==> src/rtl/aer_pkg.sv <==
// ============================================================================
//  aer_pkg : shared constants, event record and helpers for the AER encoder
//  Rev 1.0
// ============================================================================
`default_nettype none

package aer_pkg;

  localparam int unsigned c_N_CH  = 8;
  localparam int unsigned c_AW    = 3;
  localparam int unsigned c_DEPTH = 8;
  localparam int unsigned c_TSW   = 16;

  typedef struct packed {
    logic [c_AW-1:0]  addr;
    logic [c_TSW-1:0] ts;
  } aer_event_t;

  function automatic logic [7:0] sat_add8(input logic [7:0] a, input int unsigned b);
    int unsigned s;
    s = 32'(a) + b;
    return (s > 32'd255) ? 8'hFF : s[7:0];
  endfunction

endpackage

`default_nettype wire

==> src/rtl/spike_aer_encoder_if.sv <==
// ============================================================================
//  spike_aer_encoder_if : valid/ready event bus carrying {addr, ts}
//  Rev 1.0
// ============================================================================
`default_nettype none

interface spike_aer_encoder_if
  import aer_pkg::*;
#(
  parameter int unsigned AW  = c_AW,
  parameter int unsigned TSW = c_TSW
);

  logic           ev_valid;
  logic           ev_ready;
  logic [AW-1:0]  ev_addr;
  logic [TSW-1:0] ev_ts;

  modport master (output ev_valid, output ev_addr, output ev_ts, input  ev_ready);
  modport slave  (input  ev_valid, input  ev_addr, input  ev_ts, output ev_ready);

endinterface

`default_nettype wire

==> src/rtl/aer_fifo.sv <==
// ============================================================================
//  aer_fifo : synchronous show-ahead FIFO with occupancy count
//  Rev 1.0
// ============================================================================
`default_nettype none

module aer_fifo #(
  parameter int unsigned W     = 19,
  parameter int unsigned DEPTH = 8
) (
  input  logic                     clk,
  input  logic                     rst,
  input  logic                     push_i,
  input  logic [W-1:0]             din_i,
  input  logic                     pop_i,
  output logic [W-1:0]             dout_o,
  output logic                     empty_o,
  output logic [$clog2(DEPTH):0]   count_o
);

  localparam int unsigned PW = $clog2(DEPTH);

  logic [W-1:0]  mem_q [DEPTH];
  logic [PW-1:0] wr_ptr_q;
  logic [PW-1:0] rd_ptr_q;
  logic [PW:0]   count_q;
  logic          w_full;
  logic          w_push;
  logic          w_pop;

  assign w_full  = (count_q == (PW+1)'(DEPTH));
  assign empty_o = (count_q == '0);
  assign w_push  = push_i && !w_full;
  assign w_pop   = pop_i && !empty_o;
  assign count_o = count_q;
  // Head is forced to zero when empty so the bus never shows stale data.
  assign dout_o  = empty_o ? '0 : mem_q[rd_ptr_q];

  always_ff @(posedge clk) begin
    if (w_push) begin
      mem_q[wr_ptr_q] <= din_i;
    end
  end

  always_ff @(posedge clk) begin
    if (rst) begin
      wr_ptr_q <= '0;
      rd_ptr_q <= '0;
      count_q  <= '0;
    end else begin
      if (w_push) begin
        wr_ptr_q <= wr_ptr_q + PW'(1);
      end
      if (w_pop) begin
        rd_ptr_q <= rd_ptr_q + PW'(1);
      end
      if (w_push && !w_pop) begin
        count_q <= count_q + (PW+1)'(1);
      end else if (w_pop && !w_push) begin
        count_q <= count_q - (PW+1)'(1);
      end
    end
  end

endmodule

`default_nettype wire

==> src/rtl/spike_aer_encoder.sv <==
// ============================================================================
//  spike_aer_encoder : spike edge detect, timestamping, round-robin AER queue
//  Rev 1.0
// ============================================================================
`default_nettype none

module spike_aer_encoder
  import aer_pkg::*;
#(
  parameter int unsigned N_CH  = c_N_CH,
  parameter int unsigned AW    = c_AW,
  parameter int unsigned DEPTH = c_DEPTH,
  parameter int unsigned TSW   = c_TSW
) (
  input  logic                       clk,
  input  logic                       rst,
  input  logic [N_CH-1:0]            spike_in,
  spike_aer_encoder_if.master        ev,
  output logic                       overflow,
  output logic [7:0]                 drop_count
);

  localparam int unsigned CW = $clog2(DEPTH) + 1;

  logic [TSW-1:0]  ts_q;
  logic [N_CH-1:0] prev_q;
  logic [N_CH-1:0] pending_q;
  logic [N_CH-1:0] pending_d;
  logic [TSW-1:0]  ts_hold_q [N_CH];
  logic [AW-1:0]   ptr_q;
  logic [AW-1:0]   ptr_d;
  logic            overflow_q;
  logic [7:0]      drop_count_q;

  logic [N_CH-1:0] w_rise;
  logic [N_CH-1:0] w_drop;
  logic [N_CH-1:0] w_grant_oh;
  logic            w_grant_vld;
  logic [AW-1:0]   w_grant_idx;
  logic [AW-1:0]   w_sel_idx;
  int unsigned     w_sel;
  int unsigned     w_drop_n;
  logic [CW-1:0]   w_fifo_count;
  logic            w_fifo_empty;
  logic            w_pop;

  // Round-robin search starting at ptr_q; a full FIFO blocks grants even if
  // a pop happens in the same cycle.
  always_comb begin
    w_grant_vld = 1'b0;
    w_grant_idx = '0;
    w_sel       = 0;
    w_sel_idx   = '0;
    if (w_fifo_count < CW'(DEPTH)) begin
      for (int off = 0; off < N_CH; off++) begin
        w_sel = 32'(ptr_q) + 32'(off);
        if (w_sel >= N_CH) begin
          w_sel = w_sel - N_CH;
        end
        w_sel_idx = AW'(w_sel);
        if (!w_grant_vld && pending_q[w_sel_idx]) begin
          w_grant_vld = 1'b1;
          w_grant_idx = w_sel_idx;
        end
      end
    end
  end

  always_comb begin
    ptr_d = ptr_q;
    if (w_grant_vld) begin
      ptr_d = (w_grant_idx == AW'(N_CH - 1)) ? '0 : w_grant_idx + AW'(1);
    end
  end

  genvar i;
  generate
    for (i = 0; i < N_CH; i++) begin : g_ch
      assign w_rise[i]     = spike_in[i] && !prev_q[i];
      assign w_grant_oh[i] = w_grant_vld && (w_grant_idx == AW'(i));
      // A channel granted this cycle frees its slot, so a coincident edge re-arms it.
      assign w_drop[i]     = w_rise[i] && pending_q[i] && !w_grant_oh[i];
      assign pending_d[i]  = w_rise[i] || (pending_q[i] && !w_grant_oh[i]);

      always_ff @(posedge clk) begin
        if (w_rise[i] && !w_drop[i]) begin
          ts_hold_q[i] <= ts_q;
        end
      end
    end
  endgenerate

  always_comb begin
    w_drop_n = 0;
    for (int k = 0; k < N_CH; k++) begin
      w_drop_n = w_drop_n + 32'(w_drop[k]);
    end
  end

  always_ff @(posedge clk) begin
    prev_q <= spike_in;
    if (rst) begin
      ts_q         <= '0;
      pending_q    <= '0;
      ptr_q        <= '0;
      overflow_q   <= 1'b0;
      drop_count_q <= '0;
    end else begin
      ts_q         <= ts_q + TSW'(1);
      pending_q    <= pending_d;
      ptr_q        <= ptr_d;
      if (|w_drop) begin
        overflow_q <= 1'b1;
      end
      drop_count_q <= sat_add8(drop_count_q, w_drop_n);
    end
  end

  assign w_pop = !w_fifo_empty && ev.ev_ready;

  aer_fifo #(
    .W     (AW + TSW),
    .DEPTH (DEPTH)
  ) u_fifo (
    .clk     (clk),
    .rst     (rst),
    .push_i  (w_grant_vld),
    .din_i   ({w_grant_idx, ts_hold_q[w_grant_idx]}),
    .pop_i   (w_pop),
    .dout_o  ({ev.ev_addr, ev.ev_ts}),
    .empty_o (w_fifo_empty),
    .count_o (w_fifo_count)
  );

  assign ev.ev_valid = !w_fifo_empty;
  assign overflow    = overflow_q;
  assign drop_count  = drop_count_q;

endmodule

`default_nettype wire

==> src/flat_wrapper.sv <==
// flat-port wrapper written by rule: the top's interface ports become plain ports
module spike_aer_encoder_flat import aer_pkg::*;
#(
  parameter int unsigned N_CH  = c_N_CH,
  parameter int unsigned AW    = c_AW,
  parameter int unsigned DEPTH = c_DEPTH,
  parameter int unsigned TSW   = c_TSW
)
  (clk, rst, spike_in, overflow, drop_count, ev_ev_valid, ev_ev_addr, ev_ev_ts, ev_ev_ready);
  spike_aer_encoder_if #(.AW(AW), .TSW(TSW)) ev_i ();
  input  logic clk;
  input  logic rst;
  input  logic [N_CH-1:0] spike_in;
  output logic overflow;
  output logic [7:0] drop_count;
  output wire logic [$bits(ev_i.ev_valid)-1:0] ev_ev_valid;
  output wire logic [$bits(ev_i.ev_addr)-1:0] ev_ev_addr;
  output wire logic [$bits(ev_i.ev_ts)-1:0] ev_ev_ts;
  input wire logic [$bits(ev_i.ev_ready)-1:0] ev_ev_ready;
  assign ev_ev_valid = ev_i.ev_valid;
  assign ev_ev_addr = ev_i.ev_addr;
  assign ev_ev_ts = ev_i.ev_ts;
  assign ev_i.ev_ready = ev_ev_ready;
  spike_aer_encoder #(.N_CH(N_CH), .AW(AW), .DEPTH(DEPTH), .TSW(TSW)) u_core (.clk(clk), .rst(rst), .spike_in(spike_in), .ev(ev_i), .overflow(overflow), .drop_count(drop_count));
endmodule
==> config.mk <==
export PLATFORM = sky130hd
export DESIGN_NAME = spike_aer_encoder_flat
export DESIGN_NICKNAME = d
export VERILOG_FILES = /design/src/rtl/aer_pkg.sv /design/src/rtl/spike_aer_encoder_if.sv /design/src/rtl/aer_fifo.sv /design/src/rtl/spike_aer_encoder.sv /design/src/flat_wrapper.sv
export SDC_FILE = /design/constraint.sdc
export NUM_CORES = 1
export LEC_CHECK = 0
export ABC_CLOCK_PERIOD_IN_PS = 7910
export BUFFER_PORTS_ARGS = -buffer_cell sky130_fd_sc_hd__buf_2
export CAP_MARGIN = 20
export CORE_MARGIN = 2
export CORE_UTILIZATION = 38
export DETAILED_ROUTE_END_ITERATION = 8
export PLACE_DENSITY = 0.57
export SYNTH_ARGS = -nofsm -noshare
export SYNTH_HDL_FRONTEND = slang
export SYNTH_SLANG_ARGS = --single-unit
==> constraint.sdc <==
create_clock -name clk -period 7.91 [get_ports clk]
set_input_delay 1.582 -clock clk [delete_from_list [all_inputs] [get_ports clk]]
set_output_delay 1.582 -clock clk [all_outputs]
set_load 0.01 [all_outputs]
==> metrics.txt, run 1 <==
Syn Area/Cell 15.12 sq um; post-route minimum period 7.264 ns; top cells by area, synth edfxtp_1, dfxtp_1, mux4_2, a2111oi_0, mux2i_1; post-DP HPWL 17.52 mm; Final period util 0.9183; DR pass1 iterations 7; postcts setup bufs 0; layout cells sized above 1 0.2030; Die Ht 200.1 um; ys flop type edfxtp_1; Final setup viols 0; Area growth syn-to-layout 14.12%; Yosys reg bits 337; Rel. slew slack 0.3340; Hold Vio Cnt, Final 0; EDFF count, synth 280; CTS tree done; Starting Density 0.3869; # fillers 3311; asr flop ratio synth 0; number of I/O pins 40; number of DRC markers in iteration 0 629; antenna violations before repair 0; clock buffer depth 3; post-route core utilization 0.4415; Max Clock Skew 0.01437 ns; core region area 37760 sq um; Max Slew Vio Count 0; number of global-route vias before repair 8539; actual slew at the worst max-slew pin 0.9991 ns; Post-Synthesis Cell Area 14610 sq um; CTS Buf Count 36; dpl ws 0.7247 ns; first-pass GRT wire length 48.99 mm; Clock Tree Root clkbuf_16; largest driver fanout on the critical path 33; Met1 Wirelength 14.34 mm; routed length on met3 1.438 mm; cell taking the most area after synthesis edfxtp_1; Critical Path End Type flip-flop; Final GP Congestion 0.9000; Yosys warnings 0; pin count of the biggest net entering global routing 65; DRC errors left 0; fmax 137.7 MHz; Setup crit start kind flip-flop; Worst path max stage delay 0.68 ns; Worst EP required 8.35 ns; Buffers on Ports 39; HP Class reg2reg; setup TNS 0 ns; Die X 200.1 um; Seq/Total Area, Yosys 0.6538; cts repair resizes 0; post-synth cell types 63; via count 8436; RSZ-0062 raised after global routing false; status completed; CTS Sinks 337; Avg WL per Cell 19.80 um; met2 wire len 14.66 mm; Top Metal Used met4; synthesized instance count 966; final wirelength 30.99 mm; Vias/cell 5.390; Post-DRT Antenna Nets 0; Crit Path Class reg2reg; Worst path slowest cell ha_1; all-layer global routing usage 0.1594; Hold Buf Count CTS 0; setup ws final 0.6463 ns; row count 71; die footprint 40020 sq um; worst skew pair latency 0.52 ns; Yosys top cell area share 0.5756; Overflow after GRT 0; Layout Nets 1069; Clock transition at path regs 0.06 ns; max_cap viols 0; count of antenna diodes in the layout 0; Post-Syn Nets 1009; Max H-tree Level 2; crit path DAT 7.70 ns
per-stage QoR:
stage                     cell area (sq um)  instances  hold slack, ns
after floorplan                       14610        966          0.4541
after detailed placement              15580       1497          0.4726
after global routing                  16670       1565          0.5203
after global placement                15550       1496          0.4695
final                                 16670       1565          0.4774
after CTS                             16660       1563          0.4810
routing by layer:
layer  GRT usage  up-vias
met5           0        -
li1            -     3960
met4     0.03923        0
met3     0.02520       44
met1      0.2198     4255
met2      0.2650      177
registers in the layout, summed over array words and instances, names as in the netlist, named ones only:
name / count
u_core.u_fifo.count_o: 4
u_core.ts_q: 16
u_core.pending_q: 8
u_core.u_fifo.rd_ptr_q: 3
u_core.overflow: 1
u_core.u_fifo.mem_q: 152
u_core.ptr_q: 3
u_core.ts_hold_q: 128
u_core.prev_q: 8
u_core.u_fifo.wr_ptr_q: 3
u_core.drop_count: 8
cell type report:
class	count	area (sq um)	area share
timing repair buffer	86	563.0	0.03378
tap	511	639.4	0.03836
clock buffer	51	957.2	0.05742
inverter	31	117.6	0.007056
sequential	337	9552	0.5730
clock inverter	15	125.1	0.007506
multi-input combinational	534	4715	0.2828
final timing paths:
kind | start | slack, ns | to | cells after the start
setup / recovery | u_core.ptr_q[0] | 0.65 | u_core.drop_count[0] | 26
hold reg to reg | u_core.u_fifo.rd_ptr_q[1] | 0.48 | flip-flop | 2
setup reg to reg | u_core.ptr_q[0] | 0.65 | u_core.drop_count[0] | 26
hold / removal | u_core.u_fifo.rd_ptr_q[1] | 0.48 | flip-flop | 2
critical path: cells and delay by family, from the launching register on:
kind                       cells  cell delay, ns
muxes                          2            0.69
DFF                            1            0.32
and+or+nand+nor                4            0.68
buffers and inverters          6            0.69
AOI/OAI and AO/OA              7            1.74
adders and majority gates      7            3.04
synthesized netlist by cell type, types with 6 or more instances:
cell type  count
clkbuf_1      38
a21oi_1       37
nor2_1        51
nor4_1        18
mux2i_1       35
dfxtp_1       57
xor2_1        17
a2111oi_0     64
nand2_1       32
mux2_2         7
xnor2_1        8
or3_1          6
inv_1         28
edfxtp_1     280
a21boi_0      34
buf_6          6
mux4_2        50
and3_1        37
nor2b_1       12
buf_2         13
nand3_1       12
ha_1          27
o21ai_0       10
cells by family (layout without fill, tap and decap cells):
group / Yosys count / in the layout / synth area share
compound gates: 190 / 190 / 0.09603
buf+inv: 95 / 183 / 0.02921
xor+xnor: 25 / 25 / 0.01499
simple gates: 195 / 195 / 0.06956
fa+ha+maj: 32 / 32 / 0.02998
mux: 92 / 92 / 0.1065
flops: 337 / 337 / 0.6538
placed cells by master, fill, tap and decap left out, types with 10 or more instances in the layout:
master,n
a2111oi_0,64
a21boi_0,34
a21oi_1,36
and3_1,37
buf_2,41
buf_4,44
clkbuf_1,15
clkbuf_16,36
dfxtp_1,55
edfxtp_1,280
ha_1,27
inv_1,28
mux2i_1,35
mux4_2,50
nand2_1,32
nand3_1,12
nor2_1,50
nor4_1,16
o21ai_0,10
xor2_1,17
Power of run 1 is not shown: default switching activity piles up to over one toggle a cycle in this logic, so the estimate is an artifact.
==> run 2, diff against run 1 <==
--- a/config.mk
+++ b/config.mk
@@ -8,6 +8,7 @@
 export ABC_CLOCK_PERIOD_IN_PS = 7910
 export BUFFER_PORTS_ARGS = -buffer_cell sky130_fd_sc_hd__buf_2
 export CAP_MARGIN = 20
+export CORE_ASPECT_RATIO = 0.9
 export CORE_MARGIN = 2
 export CORE_UTILIZATION = 38
 export DETAILED_ROUTE_END_ITERATION = 8
==> run 2 against run 1 <==
  * Clock skew rose by 0.0014 ns
  * Clock-buffer cell count increased by 1
  * Non-clock buffer count fell by 4
  * Critical path depth did not move
  * Via count rose by 0.62%
  * Sequential cell count stayed put
  * Critical path type unchanged
  * Critical endpoint unchanged
  * Highest routed layer unchanged
==> metrics.txt, run 2 (same netlist as run 1, synthesis figures left out) <==
status completed; commonest cells after routing, fill and taps aside edfxtp_1, a2111oi_0, dfxtp_1; via count 8488 (+0.62%); CTS Sinks 337 (unchanged); Area growth syn-to-layout 13.79%; Crit Path Class reg2reg; # fillers 3413 (+3.1%); storage element area 9552 sq um (unchanged); Critical Path End Type flip-flop; count of antenna diodes in the layout 0 (unchanged); Final setup viols 0 (unchanged); largest driver fanout on the critical path 33 (unchanged); Max H-tree Level 2 (unchanged); actual slew at the worst max-slew pin 1.073 ns (+0.07357 ns); Hold Vio Cnt, Final 0 (unchanged); Hold Buf Count CTS 0 (unchanged); Setup crit start kind flip-flop; Vias/cell 5.530 (+2.6%); RSZ-0062 raised after global routing false; HP Class reg2reg; crit path DAT 7.70 ns (about the same); top register by number of flip-flops u_core.u_fifo.mem_q; worst skew pair latency 0.52 ns (about the same); layout cells sized above 1 0.2019 (-0.001122); DR pass1 iterations 5 (-2); pin count of the biggest net entering global routing 65 (unchanged); CTS tree done; fmax 137.7 MHz (about the same); Starting Density 0.3832 (-0.003670); commonest non-fill, non-tap cell in the layout edfxtp_1; first-pass GRT wire length 49.47 mm (+0.97%); Buffers on Ports 39 (unchanged); DRC errors left 0 (unchanged); core region area 38120 sq um (+0.96%); antenna violations before repair 0 (unchanged); row count 68 (-4.2%); post-DP HPWL 17.98 mm (+2.6%); Worst EP required 8.34 ns (about the same); area of the multi-input gates 4721 sq um (+0.13%); Max Slew Vio Count 0 (unchanged); max reg flops 152 (unchanged); Rel. slew slack 0.2817 (-0.05228); Final GP Congestion 0.8619 (-4.2%); Die Ht 190.0 um (-5.0%); final wirelength 31.78 mm (+2.5%); all-layer global routing usage 0.1600 (+0.0006607); Final period util 0.9184 (about the same); cts repair resizes 0 (unchanged); Clock transition at path regs 0.06 ns (about the same); R2R Setup Slk 0.65 ns (about the same); Die X 210.7 um (+5.3%); number of global-route vias before repair 8370 (-2.0%); Overflow after GRT 0 (unchanged); post-route minimum period 7.264 ns (+0.0004990 ns); die footprint 40020 sq um (about the same); max_cap viols 0 (unchanged); number of I/O pins 40 (unchanged); CTS Buf Count 36 (unchanged); largest registers u_core.u_fifo.mem_q: 152 flops, u_core.ts_hold_q: 128 flops, u_core.ts_q: 16 flops; Avg WL per Cell 20.70 um (+4.5%); setup TNS 0 ns (unchanged); clock buffer depth 3 (unchanged); Max Clock Skew 0.01577 ns (+0.001409 ns); Clock Tree Root clkbuf_16; Layout Nets 1065 (-0.37%); Post-DRT Antenna Nets 0 (unchanged); number of DRC markers in iteration 0 635 (+0.95%); postcts setup bufs 0 (unchanged)
run 2: worst paths after layout:
check / depth (start not counted) / start / endpoint
setup reg to reg: 26 / u_core.ptr_q[0] / u_core.drop_count[0]
hold reg to reg: 2 / u_core.u_fifo.rd_ptr_q[1] / flip-flop
hold / removal: 2 / u_core.u_fifo.rd_ptr_q[1] / flip-flop
setup / recovery: 26 / u_core.ptr_q[0] / u_core.drop_count[0]
run 2: stage by stage:
step / cell area (sq um) / std cells / setup slack (ns) / hold WS (ns) / utilization
2_1_floorplan: 14610 / 966 / 0.4093 / 0.4541 / -
3_3_place_gp: 15480 / 1469 / 0.8304 / 0.4706 / 0.4062
3_5_place_dp: 15500 / 1471 / 0.6761 / 0.4721 / 0.4067
4_1_cts: 16600 / 1532 / 0.5949 / 0.4803 / 0.4355
5_1_grt: 16620 / 1535 / 0.01204 / 0.5173 / 0.4361
6_report: 16620 / 1535 / 0.6458 / 0.4776 / 0.4361
run 2: metal layers:
| layer | track usage | vias up | share of wire |
|---|---|---|---|
| li1 | - | 3938 | - |
| met1 | 0.2317 | 4290 | 0.48 |
| met2 | 0.2567 | 225 | 0.46 |
| met3 | 0.02377 | 35 | 0.049 |
| met4 | 0.03494 | 0 | 0.014 |
| met5 | 0 | - | 0 |
run 2: worst max-delay path, stage by stage, from the launching register on:
cell,delay (ns)
dfxtp_1,0.33
inv_1,0.10
ha_1,0.69
mux2i_1,0.32
mux4_2,0.28
a32oi_1,0.17
or3_1,0.48
a221o_1,0.35
and2_1,0.18
inv_2,0.06
buf_4,0.34
ha_1,0.25
nand2_1,0.11
o21ai_0,0.28
fa_1,0.50
fa_1,0.54
inv_1,0.06
fa_1,0.51
ha_1,0.17
inv_1,0.05
fa_1,0.40
inv_1,0.07
a21oi_1,0.06
o21bai_1,0.21
a21o_1,0.20
nand4_1,0.24
a21oi_1,0.21
run 2: cell type report:
cell class,count,share of cell area
repair buffers,82,0.03139
well taps,490,0.03689
multi-input cells,534,0.2840
clock inverters,9,0.006926
inverters,31,0.007076
flip-flops and latches,337,0.5747
clock buffers,52,0.05902
Power of run 2 is left out for the same reason.
==> run 3, diff against run 2 <==
--- a/config.mk
+++ b/config.mk
@@ -5,12 +5,14 @@
 export SDC_FILE = /design/constraint.sdc
 export NUM_CORES = 1
 export LEC_CHECK = 0
+export ABC_AREA = 1
 export ABC_CLOCK_PERIOD_IN_PS = 7910
 export BUFFER_PORTS_ARGS = -buffer_cell sky130_fd_sc_hd__buf_2
 export CAP_MARGIN = 20
 export CORE_ASPECT_RATIO = 0.9
 export CORE_MARGIN = 2
 export CORE_UTILIZATION = 38
+export CTS_CLUSTER_SIZE = 30
 export DETAILED_ROUTE_END_ITERATION = 8
 export PLACE_DENSITY = 0.57
 export SYNTH_ARGS = -nofsm -noshare
==> run 3 against run 2 <==
  * Final cell count grew 23%
  * Synthesized area grew 0.28%
  * Sequential share of layout area increased by 0.63 points
  * First-iteration DRC count increased by 0.94%
  * Critical endpoint is now u_core.drop_count[5]
  * Largest cell class unchanged
==> metrics.txt, run 3 <==
core region area 38200 sq um (+0.22%); DR pass1 iterations 5 (unchanged); largest registers u_core.u_fifo.mem_q: 152 flops, u_core.ts_hold_q: 128 flops, u_core.ts_q: 16 flops; EDFF count, synth 280 (unchanged); setup TNS 0 ns (unchanged); count of antenna diodes in the layout 0 (unchanged); cell taking the most area after synthesis edfxtp_1; all-layer global routing usage 0.1684 (+0.008354); number of I/O pins 40 (unchanged); final wirelength 33.10 mm (+4.2%); worst skew pair latency 0.53 ns (about the same); commonest cells after routing, fill and taps aside edfxtp_1, nand3_1, nor2_1; Final GP Congestion 0.7958 (-7.7%); Die X 211.0 um (+0.14%); Top cell by count, worst path inv_1; Overflow after GRT 0 (unchanged); post-route minimum period 7.198 ns (-0.06641 ns); Crit Path Class reg2reg; actual slew at the worst max-slew pin 0.8848 ns (-0.1878 ns); Yosys reg bits 337 (unchanged); Yosys warnings 0 (unchanged); HP Class reg2reg; Max H-tree Level 2 (unchanged); Met1 Wirelength 15.52 mm (+2.5%); synth cell count leaders edfxtp_1, nand3_1, nor2_1, nand2_1, o21ai_0; Area growth syn-to-layout 12.22%; asr flop ratio synth 0 (unchanged); post-DP HPWL 18.91 mm (+5.2%); ys flop type edfxtp_1; pin count of the biggest net entering global routing 77 (+18%); CTS Buf Count 36 (unchanged); largest driver fanout on the critical path 21 (-36%); Max Clock Skew 0.01531 ns (-0.0004655 ns); Buffers on Ports 39 (unchanged); routed length on met3 1.355 mm (-14%); top cells by area, synth edfxtp_1, dfxtp_1, nand3_1, nor2_1, nand2_1; CTS Sinks 337 (unchanged); CTS tree done; Syn Area/Cell 10.97 sq um (-27%); commonest non-fill, non-tap cell in the layout edfxtp_1; number of global-route vias before repair 9198 (+9.9%); status completed; Post-Synthesis Cell Area 14650 sq um (+0.28%); antenna violations before repair 0 (unchanged); die footprint 40140 sq um (+0.28%); Post-Syn Nets 1378 (+37%); postcts setup bufs 0 (unchanged); top register by number of flip-flops u_core.u_fifo.mem_q; Vias/cell 5.112 (-7.5%); first-pass GRT wire length 52.29 mm (+5.7%); Starting Density 0.3834 (about the same); synthesized instance count 1335 (+38%); Rel. slew slack 0.4095 (+0.1278); max_cap viols 0 (unchanged); Worst EP required 8.38 ns (+0.04 ns); Top Metal Used met4; met2 wire len 15.64 mm (+7.0%); Worst path slowest cell dfxtp_1; Avg WL per Cell 17.53 um (-15%); cell total after placement 1823 (+24%); max reg flops 152 (unchanged); number of DRC markers in iteration 0 641 (+0.94%); Seq/Total Area, Yosys 0.6519 (-0.001843); Die Ht 190.3 um (+0.14%); Max Slew Vio Count 0 (unchanged); Post-Layout Cell Count 1888 (+23%); Hold Vio Cnt, Final 0 (unchanged); RSZ-0062 raised after global routing false; Post-DRT Antenna Nets 0 (unchanged); Clock Tree Root clkbuf_16; Clock transition at path regs 0.06 ns (about the same); fmax 138.9 MHz (+0.92%); most common cell in the netlist edfxtp_1; crit path DAT 7.66 ns (-0.04 ns); Worst path max stage delay 0.56 ns (-0.13 ns); row count 68 (unchanged); Final setup viols 0 (unchanged); layout cells sized above 1 0.1259 (-0.07602); Yosys top cell area share 0.5740 (-0.001623); post-synth cell types 40 (-37%); Layout Nets 1414 (+33%); Setup crit start kind flip-flop; Critical Path End Type flip-flop; via count 9652 (+14%); DRC errors left 0 (unchanged); clock buffer depth 3 (unchanged); Final period util 0.9100 (-0.008396)
==> run 3: cell types whose count changed in the layout (fill, tap and decap cells not counted), moves of 35 or more <==
cell,before,now
nand3_1,12,195
mux4_2,50,0
o21ai_0,10,119
nor2_1,50,168
inv_1,28,85
nand2_1,32,162
and3_1,37,1
a2111oi_0,64,0
mux2i_1,35,0
==> run 3: timing repair <==
| action | CTS | global route |
|---|---|---|
| setup endpoints to repair | 0 | 5 |
| gates resized for setup | 0 | 3 |
| hold buffers | 0 | 0 |
==> run 3: worst paths after layout <==
kind / from / endpoint / slack, ns / cells past startpoint
worst max-delay path: u_core.ptr_q[0] / u_core.drop_count[5] / 0.71 / 33
worst min-delay path: u_core.u_fifo.rd_ptr_q[2] / flip-flop / 0.47 / 2
worst max register to register: u_core.ptr_q[0] / u_core.drop_count[5] / 0.71 / 33
worst min register to register: u_core.u_fifo.rd_ptr_q[2] / flip-flop / 0.47 / 2
==> run 3: critical path, delay by kind of cell, from the launching register on <==
| kind | cells | cell delay (ns) |
|---|---|---|
| adders and majority gates | 8 | 3.06 |
| and+or+nand+nor | 12 | 1.76 |
| AOI/OAI and AO/OA | 4 | 0.61 |
| buffers and inverters | 9 | 1.16 |
| DFF | 1 | 0.56 |
==> run 3: per-layer routing <==
layer	global-route usage	up-vias
met5	0	-
met4	0.03982	0
met3	0.02108	47
met2	0.2779	204
met1	0.2380	4653
li1	-	4748
==> run 3: layout make-up <==
| cell class | instances | area [sq um] |
|---|---|---|
| Clock inverter | 19 | 198.9 |
| Fill cell | 3532 | 21760 |
| Inverter | 93 | 352.8 |
| Sequential cell | 337 | 9550 |
| Tap cell | 490 | 613.1 |
| Clock buffer | 46 | 948.4 |
| Multi-Input combinational cell | 834 | 4354 |
| Timing Repair Buffer | 69 | 420.4 |
==> run 3: cells by family (layout without fill, tap and decap cells) <==
family / after synthesis / after routing / synth area share
AOI/OAI and AO/OA: 203 / 203 / 0.07448
xor gates and xnor gates: 10 / 10 / 0.005979
adders and majority gates: 32 / 32 / 0.02990
buffers and inverters: 164 / 227 / 0.05347
DFF: 337 / 337 / 0.6519
and+or+nand+nor: 589 / 589 / 0.1842
==> run 3: metrics by stage <==
step / hold slack [ns] / util / setup WS, ns / instance area, sq um
floorplan: 0.4334 / - / 1.445 / 14650
global placement: 0.4530 / 0.4000 / 0.6027 / 15280
detailed placement: 0.4623 / 0.4000 / 0.5289 / 15280
CTS: 0.4725 / 0.4300 / 0.4860 / 16430
global route: 0.5076 / 0.4303 / 0.1043 / 16440
finish: 0.4727 / 0.4303 / 0.7122 / 16440
Power of run 3 is left out for the same reason.
